[src/rtl/k423_pipe_buf.sv]
// In-order DEPTH-entry pipeline buffer with valid/ready on both sides, PCU clear and stall.
// The head payload is held in its own register, so dn_data_o never sees up_data_i combinationally.
module k423_pipe_buf #(
  parameter int DATA_W   = 64,
  parameter int DEPTH    = 2,
  parameter int CLR_DATA = 1
) (
  input  logic                       clk_i,
  input  logic                       rst_n_i,
  input  logic                       clear_i,
  input  logic                       stall_i,
  input  logic                       up_vld_i,
  output logic                       up_rdy_o,
  input  logic [DATA_W-1:0]          up_data_i,
  output logic                       dn_vld_o,
  input  logic                       dn_rdy_i,
  output logic [DATA_W-1:0]          dn_data_o,
  output logic [$clog2(DEPTH+1)-1:0] count_o
);

  localparam int PTR_W = (DEPTH > 1) ? $clog2(DEPTH) : 1;
  localparam int CNT_W = $clog2(DEPTH + 1);
  localparam logic [PTR_W-1:0] LAST_PTR = PTR_W'(DEPTH - 1);
  localparam logic [CNT_W-1:0] FULL_CNT = CNT_W'(DEPTH);

  if (DEPTH < 1 || DEPTH > 4) begin : g_bad_depth
    $error("k423_pipe_buf: DEPTH must be in 1..4");
  end

  logic [DATA_W-1:0] mem_q [DEPTH];
  logic [DATA_W-1:0] mem_d [DEPTH];
  logic [PTR_W-1:0]  wr_ptr_q, wr_ptr_d;
  logic [PTR_W-1:0]  rd_ptr_q, rd_ptr_d;
  logic [CNT_W-1:0]  count_q, count_d;
  logic [DATA_W-1:0] dn_data_q, dn_data_d;
  logic              push, pop;

  function automatic logic [PTR_W-1:0] ptr_inc(input logic [PTR_W-1:0] p);
    return (p == LAST_PTR) ? '0 : p + 1'b1;
  endfunction

  if (DEPTH == 1) begin : g_single
    // Pass-through ready: a full single entry can be replaced while it is popped.
    assign up_rdy_o = ((count_q == '0) | dn_rdy_i) & ~stall_i;
  end else begin : g_multi
    logic alive_q, alive_d;
    assign alive_d = 1'b1;
    always_ff @(posedge clk_i or negedge rst_n_i) begin
      if (!rst_n_i) alive_q <= 1'b0;
      else          alive_q <= alive_d;
    end
    // Ready is held low until the first edge out of reset.
    assign up_rdy_o = alive_q & (count_q < FULL_CNT) & ~stall_i;
  end

  assign dn_vld_o  = (count_q != '0) & ~stall_i;
  assign dn_data_o = dn_data_q;
  assign count_o   = count_q;
  assign push      = up_vld_i & up_rdy_o;
  assign pop       = dn_vld_o & dn_rdy_i;

  always_comb begin
    mem_d     = mem_q;
    wr_ptr_d  = wr_ptr_q;
    rd_ptr_d  = rd_ptr_q;
    count_d   = count_q;
    dn_data_d = dn_data_q;
    if (clear_i) begin
      wr_ptr_d = '0;
      rd_ptr_d = '0;
      count_d  = '0;
      if (CLR_DATA != 0) begin
        for (int i = 0; i < DEPTH; i++) mem_d[i] = '0;
        dn_data_d = '0;
      end
    end else begin
      if (push) begin
        mem_d[wr_ptr_q] = up_data_i;
        wr_ptr_d        = ptr_inc(wr_ptr_q);
      end
      if (pop) rd_ptr_d = ptr_inc(rd_ptr_q);
      count_d = count_q + CNT_W'(push) - CNT_W'(pop);
      // When the buffer drains, the output keeps the last popped payload.
      if (count_d != '0) dn_data_d = mem_d[rd_ptr_d];
    end
  end

  always_ff @(posedge clk_i or negedge rst_n_i) begin
    if (!rst_n_i) begin
      for (int i = 0; i < DEPTH; i++) mem_q[i] <= '0;
      wr_ptr_q  <= '0;
      rd_ptr_q  <= '0;
      count_q   <= '0;
      dn_data_q <= '0;
    end else begin
      mem_q     <= mem_d;
      wr_ptr_q  <= wr_ptr_d;
      rd_ptr_q  <= rd_ptr_d;
      count_q   <= count_d;
      dn_data_q <= dn_data_d;
    end
  end

endmodule

[config.mk]
export PLATFORM = sky130hd
export DESIGN_NAME = k423_pipe_buf
export DESIGN_NICKNAME = d
export VERILOG_FILES = /design/src/rtl/k423_pipe_buf.sv
export SDC_FILE = /design/constraint.sdc
export NUM_CORES = 1
export LEC_CHECK = 0
export ABC_CLOCK_PERIOD_IN_PS = 2400
export CORE_MARGIN = 2
export CORE_UTILIZATION = 50
export CTS_BUF_LIST = sky130_fd_sc_hd__clkbuf_8 sky130_fd_sc_hd__clkbuf_16
export CTS_CLUSTER_SIZE = 16
export DETAILED_ROUTE_END_ITERATION = 12
export PLACE_DENSITY_LB_ADDON = 0.3
export SYNTH_ARGS = -nofsm -noshare
export SYNTH_HDL_FRONTEND = slang
export SYNTH_SLANG_ARGS = --single-unit
[constraint.sdc]
create_clock -name clk_i -period 2.4 [get_ports clk_i]
set_input_delay 0.72 -clock clk_i [delete_from_list [all_inputs] [get_ports clk_i]]
set_output_delay 0.72 -clock clk_i [all_outputs]
set_load 0.01 [all_outputs]
# Word level (Yosys, flattened, before mapping)
# Cells that the tools add are included.
# W data, S select, Z words.
# word_totals
out_inout_bits	68
ff_bits	197
word_cells	46
in_bits	70
# classes
n_bitwise	8
order_cmp	4
mux	18
n_reduce_logical	5
n_addsub	4
# op_table
operator	n
$mux W64	6
$mux W128	2
$bwmux W128	1
$demux W64 S1	1
$reduce_bool A2 Y1	4
$mux W1	7
$and A1 B1 Y1	5
$ge A2 B2 Y1 const B	2
$not A1 Y2	2
$add A1 B1 Y1 const B	2
$add A2 B1 Y2	1
$lt A2 B1 Y1 const B	1
$lt A2 B2 Y1 const B	1
$mux W2	1
$sub A2 B1 Y2	1
$logic_and A1 B1 Y1	1
$not A1 Y1	1

# Logic depth before layout (Yosys ltp)
# Gate-level depths: netlist of the first run.
# logic_depth
depth_word	12
mapped_depth	12
ltp_nobuf	9

# Least setup slack after synthesis of the first run
# Ideal clock, no wire load.
# synth_timing
path_type	input port to flip-flop
start	input stall_i
end	register dn_data_q[54] (netlist: dn_data_o[54])
stages	12
slack_ps	-526
path_buffers	3
arrival_time_ps	2831
cell_sequence	and4bb_4 > inv_2 > buf_2 > ha_1 > inv_1 > ha_1 > xor2_1 > xnor2_1 > clkbuf_1 > buf_1 > nand3_1 > o31ai_1
# synth_via
elab_chain_len	11
word_cells_on_any_way	18
classes_between	add/sub (2); mux (8); bitwise (6); reduce/logical (2)
# synth_lines
element	line	source
start: declaration	11	input logic stall_i,
$not A1 Y1 (*)	53, 56	
branches (longest 10 deep; another with $add A2 B1 Y2)	-	
end signal: assignment	100	dn_data_q <= dn_data_d;
end: declaration	35	logic [DATA_W-1:0] dn_data_q, dn_data_d;
# Mark *: on every way between the ends. The select of a mux whose other input is x is not followed.
# A chain may end at the register's enable or synchronous reset.

# Worst setup path in the final report of the first run
# layout_timing
start	input stall_i
end	register dn_data_q[19] (netlist: dn_data_o[19])
# Same word-level chain as after synthesis.

==> impl_results.md, run 1 <==
- Status: finished, violations left
- Failing checks: setup timing
- Clock tree buffer depth: 2
- Critical path capture point type: flop
- DP HPWL: about 18000 um
- Final hold violations: 0
- Leakage dissipation: about 0.0057 uW
- Crit-path leading delay family: compound AO/OA/AOI/OAI gates
- Reg2Reg Setup Slack: -0.01 ns
- DRC viols: 0
- H-tree level count: 4
- PwrDens: between 600 and 700 nW/um^2
- Rows: between 50 and 60
- Die footprint: 20850 um^2
- Crit path kind: input port to flop
- Overflow after GRT: 0
- Area growth, synth to finish: 32.64%
- Hold crit path type: input port to async pin
- Slew @ Worst Pin: ~0.67 ns
- Worst path buffer plus inverter count: 5
- Clock transition at path regs: about 0.07 ns
- Die Ht: around 140 um
- First-pass GRT wire length: around 49000 um
- Synthesis Warnings: 0
- Total GRT Usage: 0.3019
- Buffers on Ports: around 140
- Syn Nets: between 1000 and 1500
- Crit-path slowest cell: and4bb_4
- Critical path data arrival time: 2.79 ns
- Core Box Area: just under 20000 um^2
- Sink Count: just under 200
- CTS Buf Count: 17
- WL/cell: 21.59 um
- Required time of the critical path: around 2.8 ns
- CTS tree: yes
- Synth top area cells: dfrtp_1, nor2_1, a221oi_1
- RSZ-0062 raised after global routing: true
- Commonest non-fill, non-tap cell in the layout: dfrtp_1
- Seq cells post-synth: 197
- Clk root buf: clkbuf_16
- Sequential share of the synthesized area: 0.5001
- Sum Neg Setup Slack: -0.05256 ns
- Routed Antenna Nets: 0
- Clock skew: slightly below 0.01 ns
- Setup ws final: -0.03386 ns
- Share of layout cells above drive strength 1: 0.1598
- Syn avg cell area: 9.370 um^2
- Slew Limit Headroom: 0.5416
- Final Max Tran Viols: 0
- RePlAce Congestion: 0.7874
- Starting density of the core: 0.5081
- Max frequency: between 400 and 500 MHz
- Crit path max fanout: 8
- Fin area: 13070 um^2
- Max Cap Viol: 0
- Synth Instances: 1052
- Maximum vdd ir drop: around 0.0006 V
- TritonRoute pass-1 iters: 7
- Final #Nets: 1242
- Fin crit period: 2.434 ns
- # setup viols final: 3
- Vias: roughly 9600
- I/O pin total: between 100 and 150
- CP Cell Sequence: buf_8 > and4bb_4 > inv_4 > ha_4 > inv_4 > ha_4 > xor2_2 > xnor2_2 > o21ba_4 > buf_12 > clkbuf_16 > o31ai_2
- Synth cell types: 33
- ANT cells: 0
- Initial DRC Count: 1121
- Vias/cell: approximately 6.6
- Die width: approximately 140 um
- Clock latency on the worst-skew pair: 0.44 ns
- Vias in the first global route: 9325
- Cell Area, Synth: approximately 10000 um^2
- Pin count of the biggest net entering global routing: between 80 and 90
- Initial antenna violation count: 0
- Worst path max stage delay: between 0.3 and 0.4 ns
- Area leader, netlist: dfrtp_1
- Post-Route WL: ~31000 um
- Most frequent cells in the layout: dfrtp_1, nor2_1, clkdlybuf4s50_1
- Placed Area: ~12000 um^2
- Startpoint types: input port
- Final worst path period share: 1.014
- Share of the synthesized area in the top cell type: 0.5001
[logic make-up (layout without fill, tap and decap cells)]
kind of cell             count (synthesis)  in the layout  share of synthesized area
buffers and inverters                  128            259                    0.05801
XOR/XNOR                                 2              2                   0.001777
flip-flops                             197            197                     0.5001
AO/OA/AOI/OAI                          263            263                     0.2016
AND/OR/NAND/NOR                        459            459                     0.2356
other                                    1              1                  0.0003804
adder cells (fa/ha/maj)                  2              2                   0.002538
[through the flow]
step / power, uW / worst slack (ns) / utilization / cells / hold slack (ns)
after floorplan: 4543 / -0.2977 / - / 1052 / 0.4244
after global placement: 5419 / -0.7494 / 0.6193 / 1409 / 0.4853
after detailed placement: 5448 / -0.7938 / 0.6193 / 1409 / 0.4881
after CTS: 8353 / -0.06884 / 0.6569 / 1444 / 0.2519
after global routing: 8843 / -0.05656 / 0.6740 / 1448 / 0.2517
final: 8509 / -0.03386 / 0.6740 / 1448 / 0.2353
[power by group]
group          switching (uW)  internal [uW]  leakage (uW)
sequential                136           3510       0.00271
combinational            1100            927       0.00270
clock                    1330           1510      0.000284
[worst register-to-register path, stage by stage, from the launching register on]
cell	delay (ns)
dfrtp_1	0.38
and4bb_4	0.33
inv_4	0.04
ha_4	0.26
inv_4	0.04
ha_4	0.15
xor2_2	0.15
xnor2_2	0.15
o21ba_4	0.30
buf_12	0.16
clkbuf_16	0.16
o31ai_2	0.20
[cells in the mapped netlist]
library cell,n
a2111oi_0,54
a2111oi_1,10
a21boi_2,1
a21oi_1,67
a221oi_1,64
and3_1,64
and4bb_4,1
buf_1,9
buf_2,40
buf_4,1
buf_6,5
clkbuf_1,69
conb_1,1
dfrtp_1,197
ha_1,2
inv_1,3
inv_2,1
nand2_1,4
nand2b_2,1
nand3_1,64
nor2_1,193
nor2_4,1
nor2b_1,1
nor3_1,63
nor3_2,1
nor3b_1,65
o21ai_0,1
o21ba_2,1
o21bai_2,1
o31ai_1,64
or3_1,1
xnor2_1,1
xor2_1,1
[final timing paths]
check	start	end	cells after the start
worst min register to register	dn_data_o[46]	dn_data_o[46]	2
worst max register to register	count_o[1]	dn_data_o[19]	11
worst max-delay path	stall_i	dn_data_o[19]	12
min in group clk_i	dn_data_o[46]	dn_data_o[46]	2
max in group asynchronous	rst_n_i	mem_q[72]	2
worst min-delay path	rst_n_i	mem_q[113]	1
[flip-flops by register name, indices dropped and copies added, names as in the netlist]
register	cells
mem_q	128
dn_data_o	64
count_o	2
g_multi.alive_q	1
rd_ptr_q	1
wr_ptr_q	1
[layer usage]
layer  vias up  share of wire  GRT usage
li1       4164              -          -
met1      4795           0.41     0.4080
met2       519           0.49     0.4822
met3        94          0.074    0.05000
met4         0          0.032     0.1334
met5         -              0          0
[layout make-up]
type	count	area, um^2
inverter	4	20.02
tap	265	331.6
fill	1519	6325
clock inverter	13	122.6
timing repair buffer	223	2416
sequential	197	4933
clock buffer	19	452.9
multi-input combinational	727	4797
[repair_timing]
action	in CTS	in global routing
pin swaps	2	7
buffers inserted	1	3
setup endpoints to repair	90	64
resized for setup	32	84
gates cloned	2	1
hold buffers	0	0
Power figures use the tool's default switching activity.
==> run 2, diff against run 1 <==
- GPL_TIMING_DRIVEN: not set -> 1
- RECOVER_POWER: not set -> 25
==> run 2 against run 1 <==
Effect of this change:
- die area is the same
- count of clock-buffer cells in the layout unchanged
- sequential share of layout area up 0.12 points
- critical endpoint unchanged
- largest power group unchanged
- the run still ends with setup timing left
- critical path type unchanged
- design area down 0.31%
- fmax about the same
- sequential power is essentially flat
==> impl_results.md, run 2 (synthesis gave the netlist of run 1 again) <==
- Status: finished, violations left
- Failing checks: setup timing
- Post-Route WL: between 30000 and 40000 um
- Most frequent cells in the layout: dfrtp_1, nor2_1, clkdlybuf4s50_1
- DP HPWL: approximately 18000 um
- Total GRT Usage: 0.3019
- Fin crit period: 2.433 ns
- RSZ-0062 raised after global routing: true
- Clock latency on the worst-skew pair: 0.44 ns
- Die width: 144.4 um
- Vias/cell: 6.635
- Crit path max fanout: 8
- WHS Endpoint: dn_data_o[46]
- Slew @ Worst Pin: 1.449 ns
- Share of layout cells above drive strength 1: 0.1589
- Pin count of the biggest net entering global routing: between 80 and 90
- DRC viols: 0
- WL/cell: ~22 um
- Clock transition at path regs: 0.07 ns
- Tot Pwr: 8501 uW
- Max frequency: between 400 and 500 MHz
- Rows: 51
- Reg2Reg Setup Slack: -0.01 ns
- Setup ws final: -0.03274 ns
- Final #Nets: around 1200
- Post-CTS Hold Buffers: 0
- I/O pin total: between 100 and 150
- Vias: 9608
- Hold Path Depth: 2
- Startpoint types: input port
- H-tree level count: 4
- Routed Antenna Nets: 0
- Max Cap Viol: 0
- DP Cell Count: around 1400
- R2R Path End: dn_data_o[19]
- ANT cells: 0
- Overflow after GRT: 0
- Worst r2r src: count_o[1]
- Final worst path period share: 1.014
- Critical path data arrival time: roughly 2.8 ns
- Fin cells: roughly 1400
- # setup viols final: 2
- Largest register FFs: 128
- Hold crit path type: flop to flop
- Sink Count: 197
- TritonRoute pass-1 iters: 6
- Core Box Area: roughly 19000 um^2
- Leakage dissipation: between 0.005 and 0.006 uW
- Final hold violations: 0
- Largest register by flop count: mem_q
- Critical path capture point type: flop
- Clock skew: 0.007844 ns
- Initial DRC Count: ~1200
- Initial antenna violation count: 0
- First-pass GRT wire length: between 40000 and 50000 um
- Hold_sp: dn_data_o[46]
- Vias in the first global route: between 9000 and 10000
- RePlAce Congestion: approximately 0.8
- Sum Neg Setup Slack: -0.04097 ns
- Starting density of the core: 0.5081
- Area growth, synth to finish: 32.23%
- CTS tree: yes
- Final Core Density: 0.6719
- Final Max Tran Viols: 0
- Clk root buf: clkbuf_16
- Die footprint: about 21000 um^2
- Maximum vdd ir drop: 0.0005937 V
- Clock tree buffer depth: 2
- Fill count: ~1500
- Buffers on Ports: about 140
- Commonest non-fill, non-tap cell in the layout: dfrtp_1
- Worst R2R Path Depth: 11
- PwrDens: about 650 nW/um^2
- Die Ht: around 140 um
- CTS Buf Count: 17
- Required time of the critical path: 2.76 ns
- Slew Limit Headroom: 0.03417
- Crit path kind: input port to flop
run 2: cell types whose count changed in the layout (fill, tap and decap cells not counted):
cell and delta:
buf_12 -2, clkbuf_8 -1, clkbuf_1 +1, buf_4 -2, clkbuf_4 +2, clkbuf_2 +2
run 2: how the worst max path moves through the flow:
stage | slack (ns) | cells after the start | to | startpoint
after floorplan | -0.30 | 12 | dn_data_o[10] | stall_i
after global placement | -0.75 | 7 | dn_data_o[5] | stall_i
after detailed placement | -0.79 | 11 | dn_data_o[2] | stall_i
after CTS | -0.07 | 11 | dn_data_o[13] | stall_i
after global routing | -0.06 | 8 | dn_data_o[24] | stall_i
final | -0.03 | 12 | dn_data_o[19] | stall_i
run 2: final cells by class:
cell class / count / area, um^2 / share of cell area
clock buffers: 19 / 452.9 / 0.03475
clock inverters: 13 / 122.6 / 0.009408
inverters: 4 / 20.02 / 0.001536
multi-input cells: 727 / 4797 / 0.3681
flip-flops and latches: 197 / 4933 / 0.3785
well taps: 265 / 331.6 / 0.02544
repair buffers: 223 / 2376 / 0.1823
run 2: stage by stage:
step           setup slack (ns)  hold slack (ns)  cell area (um^2)
6_report               -0.03274           0.5101             13030
5_1_grt                -0.05656           0.5356             13030
4_1_cts                -0.06884           0.2519             12740
3_5_place_dp            -0.7938           0.4881             12010
3_3_place_gp            -0.7494           0.4853             12010
2_1_floorplan           -0.2977           0.4244              9971
run 2: metal layers:
layer / up-vias / GRT usage / part of all wire
li1: 4173 / - / -
met1: 4791 / 0.4080 / 0.40
met2: 551 / 0.4822 / 0.49
met3: 93 / 0.05000 / 0.078
met4: 0 / 0.1334 / 0.029
met5: - / 0 / 0
run 2: timing repair:
item	CTS	global route
buffers inserted	1	3
pin swaps	2	7
cloned	2	1
setup endpoints to repair	90	64
resized for setup	32	84
run 2: worst max-delay path: stages:
cell,delay (ns)
buf_8,0.10
and4bb_4,0.35
inv_4,0.04
ha_4,0.26
inv_4,0.04
ha_4,0.15
xor2_2,0.15
xnor2_2,0.15
o21ba_4,0.31
buf_12,0.16
clkbuf_16,0.16
o31ai_2,0.20
run 2: power breakdown:
group          switching [uW]  internal (uW)
registers                 135           3510
clock network            1330           1510
logic                    1100            920
total                    2570           5930
==> run 3, diff against run 2 <==
- CTS_CLUSTER_SIZE: 16 -> not set
==> results of run 3 <==
The final DEF is identical to that of run 2; final timing and power are the same.
